--- src/rtl/serial_mag_comparator_ctrl.sv ---
// Serial N-bit unsigned magnitude comparator: one 1-bit slice walked MSB-first under a start/done
// handshake. Define SERIAL_CMP_EARLY_EXIT_EN to finish on the first differing bit.
module serial_mag_comparator_ctrl #(
  parameter int unsigned WIDTH = 8,
  localparam int unsigned IdxW = $clog2(WIDTH)
) (
  input  logic             clk,
  input  logic             rst_n,
  input  logic             start,
  input  logic [WIDTH-1:0] a,
  input  logic [WIDTH-1:0] b,
  output logic             busy,
  output logic             done,
  output logic             lt,
  output logic             eq,
  output logic             gt,
  output logic [IdxW-1:0]  bit_idx
);

  typedef enum logic [1:0] {StIdle, StRun, StDone} state_e;

  state_e           state_q, state_d;
  logic [WIDTH-1:0] a_q, a_d, b_q, b_d;
  logic [IdxW-1:0]  idx_q, idx_d;
  logic             lt_q, lt_d, eq_q, eq_d, gt_q, gt_d;

  logic ai, bi, slice_l, slice_g, decided, new_lt, new_gt, exit_run;

  assign ai      = a_q[idx_q];
  assign bi      = b_q[idx_q];
  assign slice_l = ~ai & bi;
  assign slice_g = ai & ~bi;
  assign decided = lt_q | gt_q;

  always_comb begin
    state_d  = state_q;
    a_d      = a_q;
    b_d      = b_q;
    idx_d    = idx_q;
    lt_d     = lt_q;
    eq_d     = eq_q;
    gt_d     = gt_q;
    busy     = 1'b0;
    done     = 1'b0;
    new_lt   = lt_q;
    new_gt   = gt_q;
    exit_run = 1'b0;
    unique case (state_q)
      StIdle: begin
        if (start) begin
          a_d     = a;
          b_d     = b;
          idx_d   = IdxW'(WIDTH - 1);
          lt_d    = 1'b0;
          eq_d    = 1'b0;
          gt_d    = 1'b0;
          state_d = StRun;
        end
      end
      StRun: begin
        busy = 1'b1;
        // The most significant differing bit wins; later differences are ignored.
        if (!decided) begin
          new_lt = slice_l;
          new_gt = slice_g;
        end
`ifdef SERIAL_CMP_EARLY_EXIT_EN
        exit_run = (idx_q == '0) || (!decided && (slice_l || slice_g));
`else
        exit_run = (idx_q == '0);
`endif
        lt_d = new_lt;
        gt_d = new_gt;
        if (exit_run) begin
          eq_d    = ~(new_lt | new_gt);
          idx_d   = '0;
          state_d = StDone;
        end else begin
          idx_d = idx_q - 1'b1;
        end
      end
      StDone: begin
        done    = 1'b1;
        state_d = StIdle;
      end
      default: state_d = StIdle;
    endcase
  end

  always_ff @(posedge clk or negedge rst_n) begin
    if (!rst_n) begin
      state_q <= StIdle;
      a_q     <= '0;
      b_q     <= '0;
      idx_q   <= '0;
      lt_q    <= 1'b0;
      eq_q    <= 1'b0;
      gt_q    <= 1'b0;
    end else begin
      state_q <= state_d;
      a_q     <= a_d;
      b_q     <= b_d;
      idx_q   <= idx_d;
      lt_q    <= lt_d;
      eq_q    <= eq_d;
      gt_q    <= gt_d;
    end
  end

  assign lt      = lt_q;
  assign eq      = eq_q;
  assign gt      = gt_q;
  assign bit_idx = idx_q;

endmodule

--- config.mk ---
export PLATFORM = sky130hd
export DESIGN_NAME = serial_mag_comparator_ctrl
export DESIGN_NICKNAME = d
export VERILOG_FILES = /design/src/rtl/serial_mag_comparator_ctrl.sv
export SDC_FILE = /design/constraint.sdc
export NUM_CORES = 1
export LEC_CHECK = 0
export CAP_MARGIN = 20
export CORE_UTILIZATION = 30
export DETAILED_ROUTE_END_ITERATION = 8
export SLEW_MARGIN = 20
export SYNTH_ARGS = -nofsm -noshare
export SYNTH_HDL_FRONTEND = slang
export SYNTH_SLANG_ARGS = --single-unit
--- constraint.sdc ---
create_clock -name clk -period 2.9 [get_ports clk]
set_clock_uncertainty 0.1 [all_clocks]
set_input_delay 0.58 -clock clk [delete_from_list [all_inputs] [get_ports clk]]
set_output_delay 0.58 -clock clk [all_outputs]
set_load 0.005 [all_outputs]
==> impl_metrics.csv <==
group,metric,value,unit
global_route,grt_pass1_wl,3.69,mm
timing,timing.final.hold_violations,0,
clocking,cts_root_buf,"clkbuf_8",
global_route,grt.overflow.total,0,
global_route,antenna_found_initial,0,
timing,rsz0062_at_grt,"no",
synthesis,postSynthRegisterBits,24,
die,rows,21,
clocking,tritoncts,"yes",
timing,fin_crit,2.13,ns
route,dr.pass1.iters,4,
route,post_drt_wl_per_cell,11.9,um
global_route,first_global_vias,795,
timing,timing.max_slew.rel_slack,56.6,%
final_layout,finish.net_count,156,
synthesis,post-synth-top-area-cell,"dfrtp_1",
worst_setup_path,cell_type_group_with_the_largest_total_delay_on_the_critical_path,"buffers and inverters",
worst_setup_path,worst-path-buf-inv,2,
synthesis,synthMostInstantiatedCell,"nand2_1",
synthesis,synth.yosys.seq_area_share,54.1,%
synthesis,yosys_most_used_dff,"dfrtp_1",
placement,detailed_place_hpwl,1.53,mm
job,cap_violations,0,
route,detailedRoute.firstIterationViolations,56,
worst_setup_path,cp_slowest_stage_delay,0.49,ns
final_layout,num-fill-cells,345,
timing,max_clock_freq,470,MHz
die,design.portCount,27,
worst_setup_path,timing.critical_path.cells,"nand2b_1, inv_1, clkdlybuf4s50_1",
clocking,worst_skew_pair.late_latency,0.26,ns
clocking,cts_htree_levels,1,
route,dr_total_vias,834,
placement,gp_congestion,0.707,
worst_setup_path,crit_arrival,1.45,ns
clocking,max-clock-path-buffers,2,
clocking,cts_sinks,24,
timing,final_min_period_over_clock_period,73.3,%
clocking,quantity_of_hold_fixing_buffers_added_after_cts,0,
final_layout,final_core_util,42.3,%
clocking,post-cts-setup-buffer-count,0,
synthesis,netlist_top_cells_count,"51 x nand2_1, 24 x dfrtp_1, 5 x clkbuf_1",
final_layout,regArea,601,um^2
worst_setup_path,critical_path_endpoint_category,"output port",
outcome,result_of_the_run,"finished, final reports clean",
placement,port_buffers,26,
timing,finalSetupViolations,0,
synthesis,synthesis.area,0.00111,mm^2
timing,worst_slew_pin_slew,0.649,ns
worst_setup_path,critical_path.startpoint_type,"flip-flop",
route,drt.antenna.violating_nets,0,
synthesis,async_flop_share,100,%
clocking,cts_resized,0,
worst_setup_path,cpMaxStageDelayCell,"clkdlybuf4s50_1",
synthesis,avgSynthCellArea,9.91,um^2
route,detail_route.vias_per_cell,4.58,
timing,timing.setup.tns,0,ns
synthesis,synth_largest_type_area_fraction,54.1,%
worst_setup_path,data_required_time_at_the_worst_endpoint,2.22,ns
die,die_area,0.00395,mm^2
synthesis,post_synth_inst_count,112,
die,core_region_area,0.00344,mm^2
synthesis,yosys.cell_types.count,25,
timing,slew_viol_final,0,
synthesis,synth.yosys.warnings,0,
die,die-height,62.8,um
clocking,cts.reportedPaths.clkPinSlew,0.08,ns
power_and_ir_drop,cellLeakagePower,0.694,nW
final_layout,multiInputGateArea,467,um^2
power_and_ir_drop,vdd.ir_drop.worst,0.243,mV
synthesis,post_synth_main_area_contributors,"dfrtp_1 54%, nand2_1 17%, mux4_1 9.5%",
min_path,timing.hold.worst.class,"reg2reg",
final_layout,post_route_cells_drive_above_1_share,5.88,%
clocking,cts_inserted_buffers,3,
power_and_ir_drop,p_per_area,1020,mW/mm^2
synthesis,synth_enable_flop_cells,0,
global_route,maximum_number_of_pins_on_one_net_before_global_route_repair,25,
worst_setup_path,criticalPathCategory,"reg2out",
die,die_w,62.8,um
route,drc,0,
route,routed_wirelength,2.16,mm
final_layout,flow.area_growth_from_synthesis,31.1,%
synthesis,syn-num-nets,131,
worst_setup_path,cp_max_fo,5,
die,start_util,32.2,%
global_route,gr-usage-all-layers,11.9,%
final_layout,num_antenna_cells,0,
==> registers in the layout (all words and copies together) (netlist names) <==
name / count
bit_idx: 3
state_q: 2
gt: 1
lt: 1
a_q: 8
b_q: 8
eq: 1
==> tightest hold or removal path: stages (launching register included) <==
cell and delay (ns):
dfrtp_1 0.35, nand2_1 0.05, nand2_1 0.05
==> worst paths after layout <==
path / from / endpoint / slack [ns] / cells after the start
setup / recovery: state_q[1]$_DFFE_PN0P_ / busy / 0.77 / 3
max in group asynchronous: rst_n / a_q[5]$_DFFE_PN0P_ / 1.88 / 2
min in group asynchronous: rst_n / bit_idx[1]$_DFFE_PN0P_ / 0.58 / 2
hold reg to reg: b_q[5]$_DFFE_PN0P_ / b_q[5]$_DFFE_PN0P_ / 0.38 / 2
setup reg to reg: bit_idx[0]$_DFFE_PN0P_ / eq$_DFFE_PN0P_ / 0.87 / 4
hold / removal: b_q[5]$_DFFE_PN0P_ / b_q[5]$_DFFE_PN0P_ / 0.38 / 2
==> routing by layer <==
| layer | GRT usage, % | share of wire [%] | vias to the layer above |
|---|---|---|---|
| met5 | 0 | 0 | - |
| met4 | 4.36 | 0.56 | 0 |
| met3 | 2.37 | 4.3 | 2 |
| met2 | 20.1 | 50 | 25 |
| met1 | 14.8 | 45 | 394 |
| li1 | - | - | 413 |
==> layout make-up <==
class,instances,area share (%)
Clock buffer,4,3.78
Multi-Input combinational cell,79,32.1
Sequential cell,24,41.3
Timing Repair Buffer,27,18.4
Tap cell,46,3.96
Inverter,2,0.516
==> cell families after synthesis <==
family | share of synthesized area [%]
compound gates | 4.96
buf+inv | 3.83
flops | 54.1
mux | 12.5
xor+xnor | 0.789
simple gates | 23.8
==> power by group <==
part / total (W) / internal (W) / switching, W
registers: 0.000633 / 0.000491 / 0.000142
logic: 0.000629 / 0.000349 / 0.000280
clock network: 0.000222 / 0.000121 / 0.000101
==> metrics by stage <==
| stage | instances | hold WS [ns] | setup WS (ns) | power [W] | instance area, um^2 |
|---|---|---|---|---|---|
| floorplan | 112 | 0.184 | 1.09 | 0.00107 | 1110 |
| global placement | 178 | 0.355 | 0.888 | 0.00125 | 1400 |
| detailed placement | 178 | 0.356 | 0.860 | 0.00128 | 1400 |
| CTS | 182 | 0.378 | 0.760 | 0.00151 | 1460 |
| global route | 182 | 0.394 | 0.675 | 0.00161 | 1460 |
| finish | 182 | 0.377 | 0.773 | 0.00148 | 1460 |
==> layout by cell type, fill, tap and decap left out, drive strengths merged, types with 2 or more instances in the layout <==
cell type	n
clkbuf	4
clkdlybuf4s50	26
dfrtp	24
inv	2
mux4	4
nand2	51
nor2	4
o21ai	4
No activity file was read; power rests on OpenSTA's default activity.
